[src/rtl/mem_stage.sv]
// Memory stage of the five-stage pipeline: req/ack handshake with a variable-latency
// data memory, watchdog abort of unacknowledged accesses and misaligned-access trap.
module mem_stage #(
  parameter int unsigned WORD     = 32,
  parameter int unsigned REG_SIZE = 5,
  parameter int unsigned TIMEOUT  = 16
) (
  input  logic                clk,
  input  logic                reset,
  input  logic [WORD-1:0]     writeDataM,
  input  logic [WORD-1:0]     ALUResultM,
  input  logic [WORD-1:0]     pcM,
  input  logic [REG_SIZE-1:0] writeRegM,
  input  logic                regWriteM,
  input  logic                memWriteM,
  input  logic                mem2regM,
  input  logic                finishM,
  input  logic                validM,
  output logic                stallM,
  output logic                dmem_req,
  output logic                dmem_we,
  output logic [WORD-1:0]     dmem_addr,
  output logic [WORD-1:0]     dmem_wdata,
  input  logic                dmem_ack,
  input  logic [WORD-1:0]     dmem_rdata,
  output logic [WORD-1:0]     readDataW,
  output logic [WORD-1:0]     ALUResultW,
  output logic [WORD-1:0]     pcW,
  output logic [REG_SIZE-1:0] writeRegW,
  output logic                regWriteW,
  output logic                mem2regW,
  output logic                finishW,
  output logic                validW,
  output logic                busErrW,
  output logic                misalignW
);

  localparam logic [7:0] TIMEOUT_C = 8'(TIMEOUT);

  typedef enum logic {
    ST_IDLE = 1'b0,
    ST_WAIT = 1'b1
  } state_t;

  state_t      state_q;
  logic [7:0]  cnt_q;

  logic mem_op_s;
  logic aligned_s;
  logic acc_s;
  logic misalign_s;
  logic timeout_s;
  logic done_s;
  logic stall_s;

  logic [WORD-1:0]     readDataW_d, readDataW_q;
  logic [WORD-1:0]     ALUResultW_d, ALUResultW_q;
  logic [WORD-1:0]     pcW_d, pcW_q;
  logic [REG_SIZE-1:0] writeRegW_d, writeRegW_q;
  logic                regWriteW_d, regWriteW_q;
  logic                mem2regW_d, mem2regW_q;
  logic                finishW_d, finishW_q;
  logic                validW_d, validW_q;
  logic                busErrW_d, busErrW_q;
  logic                misalignW_d, misalignW_q;

  // Access decode; reset gates the request so it drops the moment reset asserts.
  always_comb begin
    mem_op_s   = memWriteM | mem2regM;
    aligned_s  = (ALUResultM[1:0] == 2'b00);
    acc_s      = reset & validM & mem_op_s & aligned_s;
    misalign_s = validM & mem_op_s & ~aligned_s;
    timeout_s  = acc_s & ~dmem_ack & (state_q == ST_WAIT) & (cnt_q == TIMEOUT_C);
    done_s     = acc_s & dmem_ack;
    stall_s    = acc_s & ~dmem_ack & ~timeout_s;
  end

  assign stallM     = stall_s;
  assign dmem_req   = acc_s;
  assign dmem_we    = memWriteM;
  assign dmem_addr  = ALUResultM;
  assign dmem_wdata = writeDataM;

  // Handshake FSM with watchdog counter; cnt counts cycles spent waiting for ack.
  always_ff @(posedge clk or negedge reset) begin
    if (!reset) begin
      state_q <= ST_IDLE;
      cnt_q   <= 8'd0;
    end else begin
      case (state_q)
        ST_IDLE: begin
          if (acc_s && !dmem_ack) begin
            state_q <= ST_WAIT;
            cnt_q   <= 8'd1;
          end else begin
            state_q <= ST_IDLE;
            cnt_q   <= 8'd0;
          end
        end
        ST_WAIT: begin
          if (!acc_s || dmem_ack || timeout_s) begin
            state_q <= ST_IDLE;
            cnt_q   <= 8'd0;
          end else begin
            state_q <= ST_WAIT;
            cnt_q   <= cnt_q + 8'd1;
          end
        end
        default: begin
          state_q <= ST_IDLE;
          cnt_q   <= 8'd0;
        end
      endcase
    end
  end

  // Next W-register contents; a stall or an invalid slot loads an all-zero bubble.
  always_comb begin
    readDataW_d  = {WORD{1'b0}};
    ALUResultW_d = {WORD{1'b0}};
    pcW_d        = {WORD{1'b0}};
    writeRegW_d  = {REG_SIZE{1'b0}};
    regWriteW_d  = 1'b0;
    mem2regW_d   = 1'b0;
    finishW_d    = 1'b0;
    validW_d     = 1'b0;
    busErrW_d    = 1'b0;
    misalignW_d  = 1'b0;
    if (validM && !stall_s) begin
      ALUResultW_d = ALUResultM;
      pcW_d        = pcM;
      writeRegW_d  = writeRegM;
      validW_d     = 1'b1;
      finishW_d    = finishM;
      // A store wins over a load when both control bits are set.
      mem2regW_d   = mem2regM & ~memWriteM;
      regWriteW_d  = regWriteM & ~memWriteM;
      if (misalign_s) begin
        misalignW_d = 1'b1;
        regWriteW_d = 1'b0;
      end else if (timeout_s) begin
        busErrW_d   = 1'b1;
        regWriteW_d = 1'b0;
      end else if (done_s && !memWriteM) begin
        readDataW_d = dmem_rdata;
      end else begin
        readDataW_d = {WORD{1'b0}};
      end
    end else begin
      validW_d = 1'b0;
    end
  end

  // W pipeline register, loaded on every edge.
  always_ff @(posedge clk or negedge reset) begin
    if (!reset) begin
      readDataW_q  <= {WORD{1'b0}};
      ALUResultW_q <= {WORD{1'b0}};
      pcW_q        <= {WORD{1'b0}};
      writeRegW_q  <= {REG_SIZE{1'b0}};
      regWriteW_q  <= 1'b0;
      mem2regW_q   <= 1'b0;
      finishW_q    <= 1'b0;
      validW_q     <= 1'b0;
      busErrW_q    <= 1'b0;
      misalignW_q  <= 1'b0;
    end else begin
      readDataW_q  <= readDataW_d;
      ALUResultW_q <= ALUResultW_d;
      pcW_q        <= pcW_d;
      writeRegW_q  <= writeRegW_d;
      regWriteW_q  <= regWriteW_d;
      mem2regW_q   <= mem2regW_d;
      finishW_q    <= finishW_d;
      validW_q     <= validW_d;
      busErrW_q    <= busErrW_d;
      misalignW_q  <= misalignW_d;
    end
  end

  assign readDataW  = readDataW_q;
  assign ALUResultW = ALUResultW_q;
  assign pcW        = pcW_q;
  assign writeRegW  = writeRegW_q;
  assign regWriteW  = regWriteW_q;
  assign mem2regW   = mem2regW_q;
  assign finishW    = finishW_q;
  assign validW     = validW_q;
  assign busErrW    = busErrW_q;
  assign misalignW  = misalignW_q;

endmodule

[config.mk]
export PLATFORM = sky130hd
export DESIGN_NAME = mem_stage
export DESIGN_NICKNAME = d
export VERILOG_FILES = /design/src/rtl/mem_stage.sv
export SDC_FILE = /design/constraint.sdc
export NUM_CORES = 1
export LEC_CHECK = 0
export ABC_AREA = 0
export BUFFER_PORTS_ARGS = -buffer_cell sky130_fd_sc_hd__buf_4
export CELL_PAD_IN_SITES_DETAIL_PLACEMENT = 1
export CELL_PAD_IN_SITES_GLOBAL_PLACEMENT = 1
export CORE_MARGIN = 8
export CORE_UTILIZATION = 25
export CTS_CLUSTER_DIAMETER = 50
export DETAILED_ROUTE_END_ITERATION = 10
export GPL_ROUTABILITY_DRIVEN = 0
export GPL_TIMING_DRIVEN = 1
export PLACE_DENSITY = 0.68
export SYNTH_ARGS = -nofsm -noshare
export SYNTH_HDL_FRONTEND = slang
export SYNTH_SLANG_ARGS = --single-unit
[constraint.sdc]
create_clock -name clk -period 1.75 [get_ports clk]
set_input_delay 0.0875 -clock clk [delete_from_list [all_inputs] [get_ports clk]]
set_output_delay 0.0875 -clock clk [all_outputs]
set_load 0.05 [all_outputs]
==> flow_summary.toml <==
[outcome]
status = "finished, final reports clean"

[global_routing]
grt-ovfl-total = 0
grt_start_max_net_pins = 79
grt_pass1_vias = 4860
grt_pass1_wl_microns = 28500
grt_util_all_layers = 0.154
antenna_found_initial = 0

[worst_setup_path]
cp-end-kind = "output pin"
slowest_stage = "dfrtp_1"
critical_path_buf_inv_count = 2
max_stage_delay_ps = 360
path_class = "flip-flop to output pin"
critical-path-top-delay-family = "simple AND/OR/NAND/NOR gates"
cp_data_arrival_time_ps = 1650
crit_chain = "inv_1 > ha_2 > and4bb_1 > and2_4 > nor2_4 > buf_8"
cp-start-kind = "flip-flop"
crit_required_ps = 1660
crit_fanout = 3

[final_layout]
syn_to_final_growth_pct = 70.3
drive_above_1_share = 0.462
nets = 807
diodes = 0
multiInputGateArea_sq_um = 1270
fin_util = 0.429
seqCellArea_sq_um = 2900
fillers = 2002
final_area_sq_um = 8230

[clocking]
clk_latency_ps = 410
clkTransAtPathRegs_ps = 60
clk_path_buf_depth = 2
cts-root-buf = "clkbuf_16"
cts-htree-levels = 4
tritoncts = "done"
numCtsBuffers = 17
clock_sinks = 116

[sta]
setup_ws_ps = 10.6
whs_ps = 42.2
finalCritPeriodShare = 0.994
skew_ps = 7.19
max_freq_mhz = 575
final-hold-violation-count = 0
post-route-min-period_ps = 1740
grt_setup_unrepaired = "yes"
setup_viol = 0
slew_headroom = 0.379
tightest_slew_ps = 931
finalMaxSlewViolations = 0

[synthesis]
synth_xor_area_frac = 0.00544
muxShareOfSynthArea = 0
yosys_most_used_dff = "dfrtp_1"
synth_area_sq_um = 4830
synthTopCellsByArea = "dfrtp_1 (60%), o211a_1 (14%), buf_4 (10%), and2_1 (4.4%), clkbuf_1 (1.2%)"
synth-edff-count = 0
synth-async-reset-ratio = 1.00
syn_avg_cell_area_sq_um = 13.3
synth_compound_area_frac = 0.164
ys_warn_count = 0
ys_types = 35
synth_area_leader_cell = "dfrtp_1"
post-synth-top-area-fraction = 0.601
synthCells = 363
synth-simple-area-share = 0.0818
synth_nets = 506
ys_seq_area_frac = 0.601
synth_adder_area_share = 0.00518
ys_ff_latch = 116
synth_top_family_by_area = "compound AO/OA/AOI/OAI gates"

[floorplan]
die_w_microns = 155
core_sq_um = 19200
initial_core_util = 0.252
io-pin-count = 315
die_h_microns = 155
dieArea_sq_um = 24000
rows = 51

[route]
drc_errors = 0
routed_wl_microns = 18700
wl_per_cell_microns = 19.9
drt_pass1_iterations = 4
ant_nets = 0
via_count = 4056
via_per_inst = 4.31
drtIter0Drc = 111

[placed_design]
dp_hpwl_microns = 12300
placed_area_sq_um = 6510
io_buffer_count = 250
place_ws_ps = 65.8

[power_and_ir_drop]
ir_worst_vdd_v = 0.000615
leakagePower_uw = 0.00445
p_per_area_nw_per_um2 = 896

[flow_run]
drv_cap = 0

[worst_hold_path]
hold_path_class = "input pin to flip-flop"
-- layout make-up --
class	count	area share
inverter	8	0.00365
multi-input combinational	146	0.154
tap	265	0.0403
clock inverter	15	0.0147
clock buffer	17	0.0517
timing repair buffer	375	0.383
sequential	116	0.353
-- Yosys cell counts (all sizes together), types with 4 or more instances --
cell type and count:
dfrtp 116, nand3 4, a2111oi 4, and2 35
inv 8, clkbuf 15, o211a 68, buf 78
-- tightest hold or removal path: cells and delay by family --
kind / cells / cell delay [ps]
buffers and inverters: 1 / 110
AO/OA/AOI/OAI: 1 / 70
AND/OR/NAND/NOR: 2 / 140
-- timing repair --
item / in CTS / in global routing
endpoints found under the hold margin: 162 / 0
cloned: 0 / 1
gates resized for setup: 5 / 5
setup endpoints to repair: 1 / 61
setup buffers: 5 / 3
hold buffers: 106 / 0
pin swaps: 3 / 2
-- worst paths after layout --
check / start / to / slack, ps / cells after the start
worst max-delay path: cnt_q[1] / stallM / 10 / 6
worst min-delay path: dmem_ack / cnt_q[0] / 40 / 4
worst max register to register: cnt_q[1] / cnt_q[2] / 10 / 7
worst min register to register: state_q / cnt_q[1] / 600 / 1
max in group asynchronous: reset / ALUResultW[11] / 510 / 3
min in group asynchronous: reset / readDataW[23] / 480 / 3
-- cell families after synthesis --
logic type / Yosys count
buf+inv: 101
flops: 116
compound gates: 81
fa+ha+maj: 2
simple gates: 60
xor+xnor: 3
-- cells in the final DEF, fill, tap and decap left out, types with 2 or more instances in the layout --
| cell type | netlist | final |
|---|---|---|
| clkbuf_16 | 0 | 18 |
| nand3_1 | 4 | 3 |
| clkinvlp_4 | 0 | 3 |
| buf_4 | 66 | 264 |
| or3_1 | 3 | 3 |
| o211a_1 | 68 | 68 |
| and2_1 | 34 | 33 |
| inv_6 | 0 | 5 |
| xnor2_1 | 2 | 2 |
| o21ai_0 | 3 | 3 |
| nor4_1 | 3 | 2 |
| inv_8 | 0 | 2 |
| dlygate4sd3_1 | 0 | 106 |
| nor2_1 | 3 | 2 |
| dfrtp_1 | 116 | 116 |
| inv_1 | 8 | 8 |
| a2111oi_2 | 3 | 3 |
| clkinv_2 | 0 | 3 |
| nand2_1 | 3 | 2 |
| a211oi_1 | 2 | 2 |
| buf_12 | 0 | 2 |
| clkinv_4 | 0 | 2 |
| ha_2 | 0 | 2 |
-- power by group --
part | switching, uW | internal [uW]
registers | 33.1 | 2780
clock network | 1370 | 1840
logic | 794 | 557
total | 2200 | 5180
-- metal layers --
metal,track usage,vias up,share of wire
met5,0,-,0
met4,0.0513,0,0.015
met3,0.0854,26,0.12
met2,0.261,238,0.49
met1,0.158,1989,0.37
li1,-,1803,-
-- sequential cells by signal (all words and copies together), names as in the netlist --
register    cells
ALUResultW     32
busErrW         1
cnt_q           8
finishW         1
mem2regW        1
misalignW       1
pcW            32
readDataW      32
regWriteW       1
state_q         1
validW          1
writeRegW       5
-- metrics by stage --
step	power (uW)	TNS, ps	std cells
5_1_grt	7690	-735	942
3_3_place_gp	4000	0	796
6_report	7380	0	942
3_5_place_dp	4020	0	796
2_1_floorplan	3720	0	363
4_1_cts	7470	0	938
Note: power is estimated with default switching activity, not from simulation.
